### config.mk
export PLATFORM = sky130hd
export DESIGN_NAME = sdrd_byte_collector_flat
export DESIGN_NICKNAME = d
export VERILOG_FILES = /design/src/rtl/sser_pkg.sv /design/src/rtl/sdrd_byte_collector_if.sv /design/src/rtl/sdrd_fifo.sv /design/src/rtl/sdrd_byte_collector.sv /design/src/flat_wrapper.sv
export SDC_FILE = /design/constraint.sdc
export NUM_CORES = 1
export LEC_CHECK = 0
export ABC_CLOCK_PERIOD_IN_PS = 4500
export BUFFER_PORTS_ARGS = -buffer_cell sky130_fd_sc_hd__clkbuf_2
export CAP_MARGIN = 20
export CORE_MARGIN = 4
export CORE_UTILIZATION = 30
export DETAILED_ROUTE_END_ITERATION = 8
export SYNTH_ARGS = -nofsm -noshare
export SYNTH_HDL_FRONTEND = slang
export SYNTH_SLANG_ARGS = --single-unit
### constraint.sdc
create_clock -name clk -period 4.5 [get_ports clk]
set_clock_uncertainty 0.05 [all_clocks]
set_input_delay 0.45 -clock clk [delete_from_list [all_inputs] [get_ports clk]]
set_output_delay 0.45 -clock clk [all_outputs]
set_load 0.05 [all_outputs]
### src/rtl/sser_pkg.sv
// Shared types and defaults for the SSER serial-ID byte collector.
// Exports: acc_t bus qualifier, col_state_e, SYNC_NIB_D, TIMEOUT_D.
package sser_pkg;

  localparam logic [3:0] SYNC_NIB_D = 4'hF;
  localparam int         TIMEOUT_D  = 255;

  typedef enum logic [0:0] {
    ST_IDLE  = 1'b0,
    ST_SHIFT = 1'b1
  } col_state_e;

  function automatic logic acc_t(
    input logic sser,
    input logic ba13,
    input logic ba12,
    input logic br_w
  );
    return ~sser & ~ba13 & ba12 & br_w;
  endfunction

endpackage

### src/rtl/sdrd_byte_collector_if.sv
// Read-side handshake bundle between the collector FIFO and the host.
// master: rd_data/rd_valid out, rd_ready in; slave: the reverse.
interface sdrd_byte_collector_if #(
  parameter int WIDTH = 8
);
  logic [WIDTH-1:0] rd_data;
  logic             rd_valid;
  logic             rd_ready;

  modport master (
    output rd_data,
    output rd_valid,
    input  rd_ready
  );

  modport slave (
    input  rd_data,
    input  rd_valid,
    output rd_ready
  );
endinterface

### src/rtl/sdrd_fifo.sv
// WIDTH x DEPTH synchronous FIFO with a registered head word.
// Ports: push/wdata in, pop in, rdata head out, full/empty flags out.
module sdrd_fifo #(
  parameter int WIDTH = 8,
  parameter int DEPTH = 2
) (
  input  logic             clk,
  input  logic             rst_n,
  input  logic             push,
  input  logic [WIDTH-1:0] wdata,
  input  logic             pop,
  output logic [WIDTH-1:0] rdata,
  output logic             full,
  output logic             empty
);

  localparam int AW = $clog2(DEPTH);
  localparam int CW = AW + 1;

  logic [WIDTH-1:0] mem [DEPTH];
  logic [AW-1:0]    wptr;
  logic [AW-1:0]    rptr;
  logic [CW-1:0]    cnt;
  logic [WIDTH-1:0] head_q;
  logic             wr;
  logic             rd;
  logic [AW-1:0]    rptr_nx;

  assign empty   = (cnt == '0);
  assign full    = (cnt == CW'(DEPTH));
  assign rd      = pop & ~empty;
  assign wr      = push & (~full | rd);
  assign rptr_nx = rptr + AW'(1);
  assign rdata   = head_q;

  always_ff @(posedge clk) begin
    if (wr) begin
      mem[wptr] <= wdata;
    end
  end

  always_ff @(posedge clk or negedge rst_n) begin
    if (!rst_n) begin
      wptr <= '0;
      rptr <= '0;
      cnt  <= '0;
    end else begin
      if (wr) wptr <= wptr + AW'(1);
      if (rd) rptr <= rptr_nx;
      unique case ({wr, rd})
        2'b10:   cnt <= cnt + CW'(1);
        2'b01:   cnt <= cnt - CW'(1);
        default: cnt <= cnt;
      endcase
    end
  end

  // Head word is a register: it loads straight from wdata when the
  // write lands on an empty (or emptying) FIFO, otherwise from memory.
  // With nothing left it keeps the last word handed out.
  always_ff @(posedge clk or negedge rst_n) begin
    if (!rst_n) begin
      head_q <= '0;
    end else if (wr && (empty || (rd && cnt == CW'(1)))) begin
      head_q <= wdata;
    end else if (rd && cnt > CW'(1)) begin
      head_q <= mem[rptr_nx];
    end
  end

endmodule

### src/rtl/sdrd_byte_collector.sv
// Captures one SDRD bit per qualified SSER access, LSB-first, into words.
// Ports: bus qualifiers + SDRD in, rd handshake, sticky flags, bit_cnt.
module sdrd_byte_collector
  import sser_pkg::*;
#(
  parameter int         WIDTH    = 8,
  parameter int         DEPTH    = 2,
  parameter logic [3:0] SYNC_NIB = SYNC_NIB_D,
  parameter int         TIMEOUT  = TIMEOUT_D
) (
  input  logic                   clk,
  input  logic                   rst_n,
  input  logic                   SSER,
  input  logic                   BA13,
  input  logic                   BA12,
  input  logic [3:0]             BA,
  input  logic                   BR_W,
  input  logic                   SDRD,
  sdrd_byte_collector_if.master  rd,
  output logic                   overrun,
  output logic                   frame_err,
  input  logic                   flag_clr,
  output logic [$clog2(WIDTH):0] bit_cnt
);

  localparam int CW = $clog2(WIDTH) + 1;
  localparam int TW = $clog2(TIMEOUT + 1);

  col_state_e       state;
  logic             acc;
  logic             acc_q;
  logic             ev;
  logic             sync_ev;
  logic             dat_ev;
  logic             word_done;
  logic             tmo_fire;
  logic [TW-1:0]    tmo_cnt;
  // Only WIDTH-1 bits are ever parked here; the last bit goes
  // straight into the pushed word.
  logic [WIDTH-2:0] sr;
  logic [WIDTH-2:0] sr_nx;
  logic [WIDTH-1:0] word;
  logic             f_full;
  logic             f_empty;
  logic             pop;
  logic             push;
  logic             ovr_set;

  assign acc     = acc_t(SSER, BA13, BA12, BR_W);
  assign ev      = acc & ~acc_q;
  assign sync_ev = ev & (BA == SYNC_NIB);
  assign dat_ev  = ev & (BA != SYNC_NIB);

  assign word_done = dat_ev & (bit_cnt == CW'(WIDTH - 1));
  assign tmo_fire  = (state == ST_SHIFT) & ~ev
                   & (tmo_cnt == TW'(TIMEOUT - 1));

  assign word = {SDRD, sr};

  always_comb begin
    sr_nx            = sr >> 1;
    sr_nx[WIDTH-2]   = SDRD;
  end

  assign pop     = ~f_empty & rd.rd_ready;
  assign push    = word_done;
  assign ovr_set = word_done & f_full & ~pop;

  always_ff @(posedge clk or negedge rst_n) begin
    if (!rst_n) begin
      acc_q   <= 1'b0;
      state   <= ST_IDLE;
      sr      <= '0;
      bit_cnt <= '0;
      tmo_cnt <= '0;
    end else begin
      acc_q <= acc;
      if (sync_ev || tmo_fire) begin
        state   <= ST_IDLE;
        sr      <= '0;
        bit_cnt <= '0;
        tmo_cnt <= '0;
      end else if (dat_ev) begin
        tmo_cnt <= '0;
        if (word_done) begin
          state   <= ST_IDLE;
          sr      <= '0;
          bit_cnt <= '0;
        end else begin
          state   <= ST_SHIFT;
          sr      <= sr_nx;
          bit_cnt <= bit_cnt + CW'(1);
        end
      end else if (state == ST_SHIFT) begin
        tmo_cnt <= tmo_cnt + TW'(1);
      end
    end
  end

  // A new set in the same cycle as flag_clr keeps the flag up.
  always_ff @(posedge clk or negedge rst_n) begin
    if (!rst_n) begin
      overrun   <= 1'b0;
      frame_err <= 1'b0;
    end else begin
      if (ovr_set)       overrun <= 1'b1;
      else if (flag_clr) overrun <= 1'b0;
      if (tmo_fire)      frame_err <= 1'b1;
      else if (flag_clr) frame_err <= 1'b0;
    end
  end

  logic [WIDTH-1:0] f_rdata;

  sdrd_fifo #(
    .WIDTH (WIDTH),
    .DEPTH (DEPTH)
  ) u_fifo (
    .clk   (clk),
    .rst_n (rst_n),
    .push  (push),
    .wdata (word),
    .pop   (pop),
    .rdata (f_rdata),
    .full  (f_full),
    .empty (f_empty)
  );

  assign rd.rd_data  = f_rdata;
  assign rd.rd_valid = ~f_empty;

endmodule

### src/flat_wrapper.sv
// flat-port wrapper written by rule: the top's interface ports become plain ports
module sdrd_byte_collector_flat import sser_pkg::*;
#(
  parameter int         WIDTH    = 8,
  parameter int         DEPTH    = 2,
  parameter logic [3:0] SYNC_NIB = SYNC_NIB_D,
  parameter int         TIMEOUT  = TIMEOUT_D
)
  (clk, rst_n, SSER, BA13, BA12, BA, BR_W, SDRD, overrun, frame_err, flag_clr, bit_cnt, rd_rd_data, rd_rd_valid, rd_rd_ready);
  sdrd_byte_collector_if #(.WIDTH(WIDTH)) rd_i ();
  input  logic clk;
  input  logic rst_n;
  input  logic SSER;
  input  logic BA13;
  input  logic BA12;
  input  logic [3:0] BA;
  input  logic BR_W;
  input  logic SDRD;
  output logic overrun;
  output logic frame_err;
  input  logic flag_clr;
  output logic [$clog2(WIDTH):0] bit_cnt;
  output wire logic [$bits(rd_i.rd_data)-1:0] rd_rd_data;
  output wire logic [$bits(rd_i.rd_valid)-1:0] rd_rd_valid;
  input wire logic [$bits(rd_i.rd_ready)-1:0] rd_rd_ready;
  assign rd_rd_data = rd_i.rd_data;
  assign rd_rd_valid = rd_i.rd_valid;
  assign rd_i.rd_ready = rd_rd_ready;
  sdrd_byte_collector #(.WIDTH(WIDTH), .DEPTH(DEPTH), .SYNC_NIB(SYNC_NIB), .TIMEOUT(TIMEOUT)) u_core (.clk(clk), .rst_n(rst_n), .SSER(SSER), .BA13(BA13), .BA12(BA12), .BA(BA), .BR_W(BR_W), .SDRD(SDRD), .rd(rd_i), .overrun(overrun), .frame_err(frame_err), .flag_clr(flag_clr), .bit_cnt(bit_cnt));
endmodule
## After elaboration in Yosys (flattened, before gate mapping)

Memories as Yosys holds them, arrays and structs flattened.
Index checks and enable logic that the tools add are counted.

- Flip-flop bits (word level): 35
- Output and inout port bits: 15
- Input port bits: 13
- RAM bits: 16
- Memory bits (read-only): 0
- Memories kept: 1
- Latch bits: 0

Memories:

| name | depth | bits a word | rd ports | clocked after Yosys merged registers in | write ports | line | RTL |
|---|---|---|---|---|---|---|---|
| u_core.u_fifo.mem | 2 | 8 | 1 | 0 | 1 | sdrd_fifo.sv:20 | `logic [WIDTH-1:0] mem [DEPTH];` |

- Eq/ne operators: 8
- Reductions and logical operators: 12
- Muxes and demuxes: 20
- $lt $le $gt $ge: 1
- Bitwise operators: 22
- Divide/modulo/power cells: 0
- $add $sub $neg: 6
- Shift-type cells: 0
- Multipliers: 0

Operators by type and width:

| cell | count |
|---|---|
| $mux 8 | 5 |
| $mux 7 | 3 |
| $and 1x1->1 | 14 |
| $mux 4 | 3 |
| $reduce_bool 2->1 | 5 |
| $add 8x1->8 const B | 1 |
| $eq 8x8->1 const B | 1 |
| $mux 1 | 8 |
| $not 1->1 | 7 |
| $add 4x1->4 const B | 1 |
| $eq 2x1->1 const B | 2 |
| $eq 2x2->1 const B | 2 |
| $eq 4x3->1 const B | 1 |
| $eq 4x4->1 const B | 1 |
| $ne 4x4->1 const B | 1 |
| $pmux 2 s2 | 1 |
| $logic_and 1x1->1 | 3 |
| $reduce_bool 3->1 | 1 |
| $add 1x1->1 const B | 2 |
| $add 2x1->2 const B | 1 |
| $gt 2x1->1 const B | 1 |
| $logic_not 2->1 | 1 |
| $logic_or 1x1->1 | 2 |
| $sub 2x1->2 const B | 1 |
| $or 1x1->1 | 1 |

## Logic depth before layout (Yosys ltp)

Gate-level depths: netlist of the first run.

- Depth in word-level cells: 10
- Mapped depth: 7
- Mapped depth without buffers: 6

## Modules after synthesis

From an unflattened synthesis of the first run, not the netlist that was laid out.

- Cell total of the unflattened synthesis: 181
- Area total of the unflattened synthesis: 2308.5 µm²

Modules (own cells, without submodules):

| module | area each (µm²) | sequential area each (µm²) | cells an instance | instances |
|---|---|---|---|---|
| sdrd_fifo | 1162.4 | 780.7 | 77 | 1 |
| sdrd_byte_collector | 1146.1 | 575.6 | 104 | 1 |

## Worst setup path after synthesis of the first run

Ideal clock, no wire load.

- Path type: register to register
- Start point: reg u_core.bit_cnt[1]
- End point: mem u_core.u_fifo.mem[0][0] (enable)
- Data required time: 4080 ps
- Buffers on the path: 0
- Setup slack: 2062 ps
- Cell stages (with the launch flop): 6
- Setup time: 370 ps
- Clock period less this slack: 2438 ps
- Data arrival time: 2018 ps
- Cell sequence: dfrtp_1 ha_1 and3b_1 nor4b_4 nand2_1 nor2_1

- Longest elaborated chain between the ends: 5

RTL lines:

| element | line | RTL |
|---|---|---|
| from (decl) | sdrd_byte_collector.sv:23 | `output logic [$clog2(WIDTH):0] bit_cnt` |
| from (signal assigned) | sdrd_byte_collector.sv:92 | `bit_cnt <= bit_cnt + CW'(1);` |
| $eq 4x3->1 | sdrd_byte_collector.sv:54 | `assign word_done = dat_ev & (bit_cnt == CW'(WIDTH - 1));` |
| $and 1x1->1 | sdrd_byte_collector.sv:54 |  |
| $and 1x1->1 | sdrd_fifo.sv:32 | `assign wr = push & (~full \| rd);` |
| $mux 1 | sdrd_fifo.sv:37 | `if (wr) begin` |
| $mux 1 (implied by the code) | sdrd_fifo.sv:38 | `mem[wptr] <= wdata;` |
| to (decl) | sdrd_fifo.sv:20 |  |

No other way between the ends.

## Worst setup path after layout of the first run

- Start point: reg u_core.bit_cnt[0]
- End point: mem u_core.u_fifo.mem[0][0] (enable)

The elaborated chain is that of the path after synthesis.

==> reports/qor.txt, run 1 <==
Clock transition at path regs -> 0.10 ns
multiplexer area fraction after synthesis -> 7.99%
cts bufs inserted -> 5
post-CTS setup buffers -> 0
WS Path Type -> flop to flop
clock latency on the worst-skew pair -> 0.30 ns
nets@finish -> 242
pre-CTS setup slack -> 1.91 ns
total grt overflow -> 0
max_slew headroom -> 38.6%
global-route wire length before repair -> 7200 um
power per cell area -> 576 nW/um^2
routability congestion estimate -> 0.727
CP Data Required Time -> 4.40 ns
Max clock buf depth -> 2
CTS Sinks -> 51
remaining antenna violation count -> 0
Synth Cell Area -> 2270 um^2
Synth Register Bits -> 51
worst hold-check path type -> input port to asynchronous set/reset pin
setup violators final -> 0
Slowest cell on crit path -> nor2_1
status -> complete, no violations
TritonCTS clock tree -> built
DRC violations left -> 0
die width -> 95.0 um
max incr delay on CP -> 0.54 ns
commonest non-fill, non-tap cell in the layout -> dfrtp_1
max-cap viol count -> 0
CP bufs+invs -> 0
fin worst setup slack -> 2.15 ns
largest net degree at the start of global routing -> 36
multi-input combinational cell area -> 825 um^2
Storage cell area -> 1360 um^2
Seq pwr share -> 44.7%
Final HPWL DP -> 2890 um
via count -> 1445
Pint -> 0.915 mW
Hold WS -> 0.209 ns
most frequent cells in the layout -> dfrtp_1 (35), clkbuf_2 (27), o21ai_0 (20)
top_reg_cell synth -> dfrtp_1
drt first pass iters -> 3
synthesized area per cell -> 11.8 um^2
share of cells above drive strength 1 -> 18.3%
Cells after Synth -> 193
drt via density -> 4.47
Hold Vio Cnt, Final -> 0
Final Non-Filler Cells -> 323
WP data arrival -> 2.25 ns
clock network fraction of design power -> 21.6%
fin crit period -> 2.35 ns
# hold bufs at CTS -> 0
fin crit share -> 52.2%
Switch Pwr -> 0.601 mW
Crit Path Max Fanout -> 8
Slew @ Worst Pin -> 0.920 ns
ANT cells -> 0
Iter 0 DRT Violations -> 49
Core Footprint -> 7290 um^2
Simple-Gate Fraction of Synth Area -> 13.6%
Die Ht -> 95.0 um
main combinational cell family by area after synthesis -> simple AND/OR/NAND/NOR gates
DIE AREA -> 9020 um^2
fillers -> 751
post-layout util -> 36.1%
io pins -> 28
Post-synth EDFFs -> 16
XOR/XNOR Fraction of Synth Area -> 3.86%
overall routing resource usage -> 10.5%
placed inst area -> 2510 um^2
Yosys cell types -> 35
Sw Ratio -> 39.7%
Post-Synth Adder-Cell Area -> 3.31%
Slew Limit Fails -> 0
CP endpoint kind -> flop
fin area -> 2630 um^2
antenna violations before repair -> 0
row count -> 31
Post-synth ARST share -> 68.6%
port buffer count -> 27
H-tree levels -> 2
CP top delay family -> simple AND/OR/NAND/NOR gates
Total Power -> 1.52 mW
Max VDD drop -> 0.000285 V
CP startpoint kind -> flop
Leak -> 1.19 nW
area grow syn2layout -> 15.9%
vias in the first global route -> 1471
post_cts resized -> 0
combinational power share -> 33.7%
f_max -> 0.426 GHz
critical-path cell list -> ha_1 > and3b_1 > nor4b_4 > nand2_1 > nor2_1
sequential area share after synthesis -> 59.8%
Mapped Nets -> 212
CTS root buffer -> clkbuf_8
RSZ-0062 raised after global routing -> false
compound-gate portion of the synthesized area -> 7.55%
setup total negative slack -> 0 ns
synth warn -> 0
placed insts -> 314
wire per inst -> 12.8 um
initial core utilization -> 31.1%
routed wire length -> 4130 um
-- cell families (layout without fill, tap and decap cells) --
kind of cell / count (synthesis) / count (layout)
multiplexers: 18 / 18
adder cells (fa/ha/maj): 6 / 6
AND/OR/NAND/NOR: 56 / 56
XOR/XNOR: 10 / 10
flip-flops: 51 / 51
AO/OA/AOI/OAI: 30 / 30
buffers and inverters: 22 / 53
-- power by group through the flow --
stage          Combinational, mW  Clock [mW]  Sequential [mW]
2_1_floorplan              0.270           0            0.811
3_3_place_gp               0.512           0            0.686
3_5_place_dp               0.520           0            0.690
4_1_cts                    0.522       0.339            0.681
5_1_grt                    0.563       0.358            0.696
6_report                   0.511       0.328            0.677
-- flip-flops by register name, indices dropped and copies added, names as in the netlist --
name,cells
u_core.u_fifo.mem,16
u_core.bit_cnt,4
u_core.acc_q,1
u_core.u_fifo.cnt,2
u_core.overrun,1
u_core.frame_err,1
u_core.u_fifo.rdata,8
u_core.u_fifo.wptr,1
u_core.u_fifo.rptr,1
u_core.tmo_cnt,8
u_core.sr,7
u_core.state,1
-- path summary, 6_finish.rpt --
check / from / to / slack [ns] / cells after the start
max in group asynchronous: rst_n / u_core.frame_err$_DFFE_PN0P_ / 3.61 / 1
max reg2reg: u_core.bit_cnt[0]$_DFFE_PN0P_ / u_core.u_fifo.mem[0][0]$_DFFE_PP_ / 2.15 / 5
min reg2reg: u_core.sr[0]$_DFFE_PN0P_ / u_core.u_fifo.mem[0][0]$_DFFE_PP_ / 0.43 / 0
max: u_core.bit_cnt[0]$_DFFE_PN0P_ / u_core.u_fifo.mem[0][0]$_DFFE_PP_ / 2.15 / 5
min in group clk: flag_clr / u_core.frame_err$_DFFE_PN0P_ / 0.30 / 2
min: rst_n / u_core.sr[1]$_DFFE_PN0P_ / 0.21 / 1
-- synthesized netlist by cell type, drive strengths merged (2+ instances only) --
master,n,area share (%)
xor2,6,2.3
nor2b,3,0.83
nand4,2,0.55
inv,16,2.6
o21ai,21,4.6
a21oi,2,0.44
nor2,12,2.0
dfrtp,35,39
edfxtp,16,21
nand2,19,3.5
mux2i,17,7.5
xnor2,4,1.5
nand3,6,1.3
buf,5,1.1
and3,4,1.1
o2bb2ai,2,0.77
and4,2,0.77
ha,6,3.3
-- layout make-up --
class | count | area share, %
Multi-Input combinational cell | 120 | 31.4
Clock inverter | 3 | 1.76
Inverter | 16 | 2.28
Sequential cell | 51 | 51.6
Clock buffer | 5 | 2.62
Timing Repair Buffer | 29 | 5.71
Tap cell | 99 | 4.71
-- routing by layer --
layer / part of all wire, % / up-vias / track usage, %
li1: - / 723 / -
met1: 46 / 698 / 13.1
met2: 49 / 19 / 17.2
met3: 3.4 / 5 / 2.71
met4: 1.5 / 0 / 4.33
met5: 0 / - / 0
Power figures use the tool's default switching activity.
==> run 2: changes to the inputs <==
Settings changed: ABC_CLOCK_PERIOD_IN_PS 4500 to 2220.
Clock period 4.5 ns to 2.22 ns, I/O delays scaled along.
==> reports/qor.txt, run 2 (synthesis gave the netlist of run 1 again) <==
status -> complete, no violations
Largest register FFs -> 16
row count -> 31
setup total negative slack -> 0 ns
port buffer count -> 27
Biggest register -> u_core.u_fifo.mem
initial core utilization -> 31.1%
H-tree levels -> 2
largest net degree at the start of global routing -> 26
die width -> 95.0 um
max-cap viol count -> 0
CP Data Required Time -> 2.14 ns
max_slew headroom -> 56.3%
most frequent cells in the layout -> dfrtp_1 (33), clkbuf_2 (27), o21ai_0 (20)
nets@finish -> 247
Die Ht -> 95.0 um
Clock transition at path regs -> 0.09 ns
Leak -> 1.20 nW
global-route wire length before repair -> 7000 um
via count -> 1465
remaining antenna violation count -> 0
critical-path cell list -> ha_1 > and3b_1 > nor4b_4 > nand2_1 > nor2_2
RSZ-0062 raised after global routing -> false
Slew Limit Fails -> 0
Final HPWL DP -> 2910 um
fin crit period -> 1.91 ns
total grt overflow -> 0
post-CTS setup buffers -> 0
setup violators final -> 0
Max VDD drop -> 0.000520 V
Slew @ Worst Pin -> 0.655 ns
Iter 0 DRT Violations -> 46
Hold Vio Cnt, Final -> 0
TritonCTS clock tree -> built
Crit. Startpoint -> u_core.bit_cnt[0]$_DFFE_PN0P_
fin crit share -> 85.8%
DIE AREA -> 9020 um^2
Total Power -> 2.95 mW
wire per inst -> 12.5 um
CTS root buffer -> clkbuf_8
CP endpoint kind -> flop
antenna violations before repair -> 0
clock latency on the worst-skew pair -> 0.31 ns
max incr delay on CP -> 0.40 ns
RR Startpoint -> u_core.bit_cnt[0]$_DFFE_PN0P_
HP Start -> SDRD
drt first pass iters -> 4
Core Footprint -> 7290 um^2
ANT cells -> 0
commonest non-fill, non-tap cell in the layout -> dfrtp_1
fillers -> 755
vias in the first global route -> 1481
routability congestion estimate -> 0.720
WS Path Type -> flop to flop
area grow syn2layout -> 16.5%
drt via density -> 4.47
share of cells above drive strength 1 -> 20.1%
Crit Path Max Fanout -> 8
f_max -> 0.525 GHz
worst hold-check path type -> input port to flop
DRC violations left -> 0
CTS Sinks -> 51
overall routing resource usage -> 10.3%
Slowest cell on crit path -> dfrtp_2
WP data arrival -> 1.82 ns
cts bufs inserted -> 5
routed wire length -> 4100 um
Max clock buf depth -> 2
io pins -> 28
CP startpoint kind -> flop
power per cell area -> 1120 nW/um^2
[run 2: stage by stage]
stage	hold WS [ns]	utilization [%]	setup slack (ns)	area (um^2)	instances
6_report	0.0947	36.3	0.315	2650	328
5_1_grt	0.0824	36.3	0.184	2650	328
4_1_cts	0.0829	36.3	0.306	2650	328
3_5_place_dp	0.235	35.0	0.301	2550	319
3_3_place_gp	0.229	35.0	0.371	2550	319
2_1_floorplan	-0.124	-	0.0716	2270	193
[run 2: layout make-up]
type | instances | area [um^2] | share of cell area (%)
tap | 99 | 124 | 4.68
sequential | 51 | 1360 | 51.4
inverter | 16 | 60.1 | 2.27
timing repair buffer | 34 | 190 | 7.19
clock inverter | 2 | 12.5 | 0.473
multi-input combinational | 120 | 827 | 31.3
clock buffer | 6 | 72.6 | 2.74
[run 2: timing repair]
action	CTS	global route
gates resized for setup	0	0
hold endpoints to repair	24	0
hold buffers	1	0
[run 2: critical path, delay by kind of cell (launching register included)]
family                   cells  cell delay [ns]
adder cells (fa/ha/maj)      1             0.18
flip-flops                   1             0.40
AND/OR/NAND/NOR              4             0.94
[run 2: path summary, 6_finish.rpt]
path                                                     end  slack [ns]  cells after the start
setup / recovery           u_core.u_fifo.mem[0][5]$_DFFE_PP_        0.31                      5
hold / removal             u_core.u_fifo.mem[0][7]$_DFFE_PP_        0.09                      1
setup reg to reg           u_core.u_fifo.mem[0][5]$_DFFE_PP_        0.31                      5
hold reg to reg            u_core.u_fifo.mem[0][0]$_DFFE_PP_        0.44                      0
max in group asynchronous           u_core.sr[2]$_DFFE_PN0P_        1.08                      3
min in group asynchronous      u_core.tmo_cnt[0]$_DFFE_PN0P_        0.41                      2
[run 2: layer usage]
metal / vias up / wire (um) / global-route usage (%)
met5: - / 0 / 0
met4: 0 / 50 / 2.88
met3: 5 / 217 / 3.67
met2: 32 / 1830 / 16.1
met1: 690 / 2000 / 13.5
li1: 738 / - / -
[run 2: power by group]
part / internal (mW) / switching (mW)
logic: 0.355 / 0.705
clock network: 0.221 / 0.299
registers: 1.17 / 0.199
==> run 3: changes to the inputs <==
Settings changed: BUFFER_PORTS_ARGS -buffer_cell sky130_fd_sc_hd__clkbuf_2 to default, DONT_BUFFER_PORTS from default to 1, MAX_ROUTING_LAYER from default to met4.
==> reports/qor.txt, run 3 (synthesis gave the netlist of run 1 again) <==
Clock transition at path regs -> 0.09 ns
io pins -> 28
max_slew headroom -> 67.4%
Largest register FFs -> 16
area grow syn2layout -> 14.1%
DIE AREA -> 9020 um^2
routed wire length -> 4160 um
worst hold-check path type -> input port to flop
RR Startpoint -> u_core.bit_cnt[0]$_DFFE_PN0P_
Slew Limit Fails -> 0
DRC violations left -> 0
clock latency on the worst-skew pair -> 0.30 ns
largest net degree at the start of global routing -> 36
fin crit share -> 85.0%
CTS root buffer -> clkbuf_8
nets@finish -> 225
wire per inst -> 13.6 um
WS Path Type -> flop to flop
Leak -> 1.13 nW
placed inst area -> 2430 um^2
row count -> 31
setup total negative slack -> 0 ns
WP data arrival -> 1.80 ns
vias in the first global route -> 1461
antenna violations before repair -> 0
status -> complete, no violations
setup violators final -> 0
via count -> 1379
Slew @ Worst Pin -> 0.490 ns
CP Data Required Time -> 2.14 ns
fin area -> 2590 um^2
Max VDD drop -> 0.000519 V
CP endpoint kind -> flop
fin crit period -> 1.89 ns
routability congestion estimate -> 0.785
Die Ht -> 95.0 um
RSZ-0062 raised after global routing -> false
cts bufs inserted -> 5
total grt overflow -> 0
Iter 0 DRT Violations -> 72
Crit. Startpoint -> u_core.bit_cnt[0]$_DFFE_PN0P_
TritonCTS clock tree -> built
port buffer count -> 0
H-tree levels -> 2
HP Start -> SDRD
share of cells above drive strength 1 -> 11.1%
commonest non-fill, non-tap cell in the layout -> dfrtp_1
most frequent cells in the layout -> dfrtp_1 (33), o21ai_0 (20), nand2_1 (18)
die width -> 95.0 um
overall routing resource usage -> 10.3%
drt via density -> 4.51
global-route wire length before repair -> 6930 um
Total Power -> 3.02 mW
Crit Path Max Fanout -> 8
Biggest register -> u_core.u_fifo.mem
Final HPWL DP -> 2890 um
initial core utilization -> 31.1%
power per cell area -> 1170 nW/um^2
drt first pass iters -> 4
ANT cells -> 0
fillers -> 750
f_max -> 0.530 GHz
max-cap viol count -> 0
Max clock buf depth -> 2
CP startpoint kind -> flop
remaining antenna violation count -> 0
Hold Vio Cnt, Final -> 0
post-layout util -> 35.5%
Core Footprint -> 7290 um^2
CTS Sinks -> 51
==> run 3: repair_timing <==
item | CTS | global route
setup buffers | 0 | 0
gates resized for setup | 0 | 0
hold endpoints to repair | 40 | 0
hold buffers | 4 | 0
==> run 3: power breakdown <==
group	switching [mW]	internal (mW)
clock network	0.302	0.336
logic	0.433	0.324
registers	0.458	1.17
total	1.19	1.83
==> run 3: metal layers <==
layer | wire length [um] | track usage (%) | share of wire, % | vias to the layer above
met4 | 23 | 3.25 | 0.55 | 0
met3 | 265 | 3.03 | 6.4 | 3
li1 | - | - | - | 687
met1 | 1980 | 13.0 | 48 | 651
met2 | 1890 | 16.0 | 45 | 38
met5 | 0 | - | 0 | -
==> run 3: final timing paths <==
| kind | endpoint | slack, ns | cells past startpoint |
|---|---|---|---|
| worst min-delay path | u_core.sr[6]$_DFFE_PN0P_ | 0.02 | 2 |
| worst min register to register | u_core.u_fifo.mem[1][0]$_DFFE_PP_ | 0.43 | 0 |
| worst max register to register | u_core.u_fifo.mem[0][0]$_DFFE_PP_ | 0.33 | 5 |
| worst max-delay path | u_core.u_fifo.mem[0][0]$_DFFE_PP_ | 0.33 | 5 |
| min in group asynchronous | u_core.sr[1]$_DFFE_PN0P_ | 0.33 | 2 |
| max in group asynchronous | u_core.bit_cnt[0]$_DFFE_PN0P_ | 1.60 | 2 |
==> run 3: through the flow <==
step	hold slack, ns	instances	setup WS [ns]
after floorplan	-0.124	193	0.0716
after global placement	-0.122	294	0.346
after detailed placement	-0.122	294	0.315
after CTS	0.0249	306	0.317
after global routing	0.0300	306	0.169
final	0.0231	306	0.333
==> run 3: worst max-delay path: stages, from the launching register on <==
cell and delay (ns):
dfrtp_2 0.37, ha_1 0.17, and3b_1 0.19, nor4b_4 0.28
nand2_1 0.15, nor2_2 0.34
==> run 3: final cells by class <==
type	instances	area [um^2]	share of cell area, %
multi-input combinational	120	827	31.9
clock inverter	2	37.5	1.45
timing repair buffer	12	110	4.25
tap	99	124	4.78
inverter	16	60.1	2.32
clock buffer	6	72.6	2.80
sequential	51	1360	52.5
